`src/rtl/aha_ahb_ram_scrub.sv`:
```
// aha_ahb_ram_scrub
//   AHB-Lite stage in front of the AHB SRAM slave. After reset (optional) or
//   on an INIT_START pulse it becomes the RAM-side master and writes PATTERN
//   to every 32-bit word. An upstream transfer arriving during the scrub is
//   held and replayed afterwards. Otherwise it is a zero-latency pass-through.
//
// Ports
//   HCLK, HRESETn        clock, asynchronous active-low reset
//   INIT_START           single-cycle re-scrub request (honoured only in PASS)
//   S_*                  upstream AHB slave-side interface (from interconnect)
//   M_*                  downstream AHB interface towards the RAM
//   INIT_BUSY            high while a scrub, drain or replay is in progress
//   INIT_ERR             sticky error seen on a scrub write, cleared on scrub start
module aha_ahb_ram_scrub #(
  parameter int unsigned AW            = 16,
  parameter logic [31:0] PATTERN       = 32'h0000_0000,
  parameter bit          INIT_ON_RESET = 1'b1
) (
  input  logic        HCLK,
  input  logic        HRESETn,
  input  logic        INIT_START,
  input  logic        S_HSEL,
  input  logic        S_HREADY,
  input  logic        S_HWRITE,
  input  logic [1:0]  S_HTRANS,
  input  logic [2:0]  S_HSIZE,
  input  logic [31:0] S_HADDR,
  input  logic [31:0] S_HWDATA,
  output logic        S_HREADYOUT,
  output logic [1:0]  S_HRESP,
  output logic [31:0] S_HRDATA,
  output logic        M_HSEL,
  output logic        M_HREADY,
  output logic        M_HWRITE,
  output logic [1:0]  M_HTRANS,
  output logic [2:0]  M_HSIZE,
  output logic [31:0] M_HADDR,
  output logic [31:0] M_HWDATA,
  input  logic        M_HREADYOUT,
  input  logic [1:0]  M_HRESP,
  input  logic [31:0] M_HRDATA,
  output logic        INIT_BUSY,
  output logic        INIT_ERR
);

  localparam int unsigned CW = AW - 2;

  typedef enum logic [2:0] {
    PASS,
    DRAIN,
    INIT,
    INIT_LAST,
    REPLAY
  } state_t;

  localparam state_t RESET_STATE = INIT_ON_RESET ? INIT : PASS;

  state_t        state;
  logic [CW-1:0] cnt;
  logic          cap_vld;
  logic [31:0]   cap_addr;
  logic          cap_write;
  logic [2:0]    cap_size;
  logic [1:0]    cap_trans;
  logic          init_err;
  logic          start_pend;
  logic          dp_pend;     // a downstream data phase is outstanding
  logic          cap_fire;
  logic [31:0]   word_addr;

  assign word_addr = 32'(cnt) << 2;
  assign cap_fire  = (state != PASS) && S_HSEL && S_HREADY && S_HTRANS[1] && !cap_vld;

  assign INIT_BUSY = (state != PASS);
  assign INIT_ERR  = init_err;

  always_comb begin
    M_HSEL      = S_HSEL;
    M_HTRANS    = S_HTRANS;
    M_HSIZE     = S_HSIZE;
    M_HWRITE    = S_HWRITE;
    M_HADDR     = S_HADDR;
    M_HWDATA    = S_HWDATA;
    M_HREADY    = M_HREADYOUT;
    S_HREADYOUT = !cap_vld;
    S_HRESP     = 2'b00;
    S_HRDATA    = M_HRDATA;
    unique case (state)
      PASS: begin
        M_HREADY    = S_HREADY;
        S_HREADYOUT = M_HREADYOUT;
        S_HRESP     = M_HRESP;
      end
      DRAIN: begin
        M_HTRANS = 2'b00;
        if (dp_pend) begin
          S_HREADYOUT = M_HREADYOUT;
          S_HRESP     = M_HRESP;
        end
      end
      INIT: begin
        M_HSEL   = 1'b1;
        M_HTRANS = 2'b10;
        M_HWRITE = 1'b1;
        M_HSIZE  = 3'b010;
        M_HADDR  = word_addr;
        M_HWDATA = PATTERN;
      end
      INIT_LAST: begin
        M_HSEL   = 1'b1;
        M_HTRANS = 2'b00;
        M_HWRITE = 1'b1;
        M_HSIZE  = 3'b010;
        M_HADDR  = word_addr;
        M_HWDATA = PATTERN;
      end
      REPLAY: begin
        M_HSEL   = 1'b1;
        M_HTRANS = cap_trans & 2'b10;   // NONSEQ or SEQ both replay as NONSEQ
        M_HWRITE = cap_write;
        M_HSIZE  = cap_size;
        M_HADDR  = cap_addr;
      end
      default: ;
    endcase
  end

  always_ff @(posedge HCLK or negedge HRESETn) begin
    if (!HRESETn) begin
      state      <= RESET_STATE;
      cnt        <= '0;
      cap_vld    <= 1'b0;
      cap_addr   <= '0;
      cap_write  <= 1'b0;
      cap_size   <= '0;
      cap_trans  <= '0;
      init_err   <= 1'b0;
      start_pend <= 1'b0;
      dp_pend    <= 1'b0;
    end else begin
      if (M_HREADY)
        dp_pend <= M_HSEL & M_HTRANS[1];

      if (cap_fire) begin
        cap_vld   <= 1'b1;
        cap_addr  <= S_HADDR;
        cap_write <= S_HWRITE;
        cap_size  <= S_HSIZE;
        cap_trans <= S_HTRANS;
      end

      if ((state == INIT || state == INIT_LAST) && dp_pend && M_HRESP[0])
        init_err <= 1'b1;

      unique case (state)
        PASS: begin
          if (start_pend) begin
            start_pend <= 1'b0;
            state      <= DRAIN;
          end else if (INIT_START) begin
            start_pend <= 1'b1;
          end
        end
        DRAIN: begin
          if (!dp_pend || M_HREADYOUT) begin
            state    <= INIT;
            cnt      <= '0;
            init_err <= 1'b0;
          end
        end
        INIT: begin
          if (M_HREADYOUT) begin
            if (&cnt)
              state <= INIT_LAST;
            else
              cnt <= cnt + 1'b1;
          end
        end
        INIT_LAST: begin
          // A capture landing on the exit cycle must still be replayed.
          if (M_HREADYOUT)
            state <= (cap_vld || cap_fire) ? REPLAY : PASS;
        end
        REPLAY: begin
          cap_vld <= 1'b0;
          state   <= PASS;
        end
        default: state <= RESET_STATE;
      endcase
    end
  end

endmodule

```
`config.mk`:
```
export PLATFORM = sky130hd
export DESIGN_NAME = aha_ahb_ram_scrub
export DESIGN_NICKNAME = d
export VERILOG_FILES = /design/src/rtl/aha_ahb_ram_scrub.sv
export SDC_FILE = /design/constraint.sdc
export NUM_CORES = 1
export LEC_CHECK = 0
export BUFFER_PORTS_ARGS = -buffer_cell sky130_fd_sc_hd__clkbuf_2
export CORE_ASPECT_RATIO = 1.75
export CORE_MARGIN = 5
export CORE_UTILIZATION = 48
export CTS_CLUSTER_DIAMETER = 60
export DETAILED_ROUTE_END_ITERATION = 8
export PLACE_DENSITY_LB_ADDON = 0.15
export SLEW_MARGIN = 20
export SYNTH_ARGS = -nofsm -noshare
export SYNTH_HDL_FRONTEND = slang
export SYNTH_SLANG_ARGS = --single-unit
export TNS_END_PERCENT = 20
```
`constraint.sdc`:
```
create_clock -name HCLK -period 5.2 [get_ports HCLK]
set_clock_uncertainty 0.05 [all_clocks]
set_input_delay 0.26 -clock HCLK [delete_from_list [all_inputs] [get_ports HCLK]]
set_output_delay 0.26 -clock HCLK [all_outputs]
set_load 0.01 [all_outputs]
```
==> run metrics <==
Net Count, Synth 529; post-CTS resize count 0; share of cells above drive strength 1 40.8%; worst path arrival time 2.33 ns; Initial DRT Pass Iterations 4; endpoints failing setup 0; wire length per cell 17.1 um; antenna diode count 0; IO Count 219; Design Area, Final 0.00453 mm2; largest net degree at the start of global routing 61; Critical Path Sink Type output port; Netlist cell types 48; unrepaired setup endpoints after global routing no; r2r endpoint cap_addr[0]; worst slew pin tran 1.07 ns; cell taking the most area after synthesis dfrtp_1; mapped cell area 0.00368 mm2; top-area cell type share of the netlist area 38.7%; Die H 126 um; Worst R2R Start state[1]; CTS tree built; FF+latch count, synth between 50 and 60; GRT Overall Usage 22.4%; Tmin final 2.64 ns; gr ovfl total 0; core area 0.00751 mm2; clk sinks 58; Residual DRC 0; fin crit share 50.8%; Critical Path Fanout Max 26; Final TNS setup 0 ns; Critical-path top delay cell nand2_1; Hold WS slightly below 0.04 ns; area delta synth->final 22.8%; CTS max path bufs 2; root buffer cell clkbuf_16; Port Buffers 154; syn_area_per_cell 8.82 um2; Post-Route Utilization 60.2%; Max Slew Vio Count 0; vias per cell 5.51; critical path type flop to output port; Power Density 301 mW/mm2; CP cell instances inv_1 > nand2_1 > nand2_1 > o21ai_0 > clkbuf_2; VDD IR-drop max 0.223 mV; final net count 637; most used cell along the critical path nand2_1; HPWL Detailed roughly 8 mm; GPL Wtd Cong around 0.8; R2R Setup Slk 2.57 ns; total number of vias 3405; Clock Pin Slew Worst Setup and Hold Paths 0.05 ns; WL final 10.6 mm; Peak Freq 379 MHz; final std cells w/o fill 618; sequential fraction of the synthesis area 39.4%; std cell rows 42; Placed Area 0.00422 mm2; CTS Buf Count 9; slowest stage delay, CP 0.76 ns; min-delay worst type primary input to async pin; initial antenna violation count 0; latest clock arrival within the worst-skew pair 0.32 ns; Hold Violations, Final 0; post-route ant nets 0; Critical path origin state[2]; number of synthesized flops with an enable pin 0; Pleak ~2.3 nW; Post-synth ARST share 100%; Syn Inst Count 418; die extent in x 76.2 um; type of origin of the critical path flop; reg2reg path depth 4; initial DRC count 148; Total Die Area 0.00960 mm2; max cap viols 0; max_slew headroom 28.2%; H-tree depth 3; vias in the first global route between 3k and 4k; predominant post-synthesis flop cell dfrtp_1; YS warnings 0; first-pass GRT wire length 17.6 mm; Post-CTS Hold Fix Bufs 0; Worst EP required 4.89 ns; Area contributors post-synth dfrtp_1 39%, mux2_2 9.8%, nand2_1 8.1%; # placed instances 603; status completed; Starting Density 49.0%; post-CTS setup buffers 0; Worst Setup EP M_HSIZE[2]
==> cells in the final DEF (no fill, tap or decap), drive strengths merged, types with 2 or more instances in the layout <==
cell type and n:
nand4 7, mux2i 3, dfrtp 57, or2 3, a31oi 17, inv 10
buf 4, o31a 2, nor3 4, and2 4, nand2b 3, o21ai 31
nand2 80, a22oi 9, nor2 15, a211o 2, nor2b 34, nand3 6
a21boi 2, a221o 5, mux2 36, nor4 4, o32ai 2, a21oi 6
nor3b 2, or3 2, clkbuf 167
==> layer usage <==
metal  global-route usage (%)  wire length (um)  share of wire (%)  vias up
met4                     8.86               236                2.2        0
met1                     24.3              3850                 36     1601
met5                        0                 0                  0        -
met3                     6.50               818                7.7       23
li1                         -                 -                  -     1632
met2                     40.4              5690                 54      149
==> sequential cells by signal (all words and copies together) (netlist names) <==
register	count
cap_write	1
INIT_ERR	1
cap_trans	1
cap_addr	32
cap_vld	1
cap_size	3
dp_pend	1
start_pend	1
state	3
cnt	14
==> metrics by stage <==
stage,setup WS (ns),power (mW)
3_5_place_dp,2.55,0.769
2_1_floorplan,3.21,0.695
4_1_cts,2.41,1.37
3_3_place_gp,2.66,0.765
6_report,2.56,1.36
5_1_grt,2.35,1.43
==> synth_stat cells (2+ instances only) <==
| library cell | number |
|---|---|
| nand4_1 | 6 |
| a211o_1 | 2 |
| nor3_1 | 4 |
| mux2_1 | 4 |
| clkbuf_2 | 2 |
| nor2b_1 | 34 |
| nand3_1 | 6 |
| a221o_1 | 5 |
| nor4_1 | 4 |
| and2_1 | 4 |
| inv_1 | 10 |
| nand2b_1 | 3 |
| a21boi_0 | 2 |
| or3_1 | 2 |
| clkbuf_1 | 16 |
| buf_6 | 4 |
| o21ai_0 | 30 |
| a22oi_1 | 9 |
| o32ai_1 | 2 |
| mux2_2 | 32 |
| a21oi_1 | 5 |
| mux2i_1 | 3 |
| nor2_1 | 14 |
| a31oi_1 | 17 |
| or2_2 | 3 |
| buf_2 | 5 |
| o31a_1 | 2 |
| dfrtp_1 | 57 |
| buf_4 | 33 |
| nand2_1 | 80 |
==> how the worst min path moves through the flow <==
stage | from | end | slack [ns] | cells after the start
after floorplan | HRESETn | INIT_ERR | -0.09 | 0
after global placement | HRESETn | cap_addr[9] | 0.41 | 2
after detailed placement | HRESETn | cap_addr[10] | 0.41 | 2
after CTS | HRESETn | cap_addr[29] | 0.06 | 2
after global routing | HRESETn | cap_addr[9] | 0.11 | 2
final | HRESETn | cap_addr[9] | 0.04 | 2
==> area by class of cell <==
class	instances	area (um2)
fill	661	2990
tap	88	110
sequential	58	1450
multi-input combinational	289	1820
clock buffer	13	270
clock inverter	2	35.0
timing repair buffer	158	801
inverter	10	37.5
==> report_power, final <==
part	leakage [nW]	switching, mW	internal, mW	total (mW)
clock	0.152	0.192	0.406	0.597
sequential	0.765	0.0484	0.482	0.531
combinational	1.42	0.127	0.106	0.234
total	2.33	0.368	0.994	1.36
==> worst max-delay path, delay by kind of cell, from the launching register on <==
family | cells | cell delay [ns]
AO/OA/AOI/OAI | 1 | 0.29
buffers and inverters | 2 | 0.30
flip-flops | 1 | 0.55
AND/OR/NAND/NOR | 2 | 0.86
==> kinds of logic after synthesis <==
family	Yosys count	share of synthesized area, %
buffers and inverters	71	11.6
muxes	39	11.8
and+or+nand+nor	166	22.1
AOI/OAI and AO/OA	83	14.7
adders and majority gates	1	0.340
DFF	58	39.4
(Power assumes the default switching activity.)
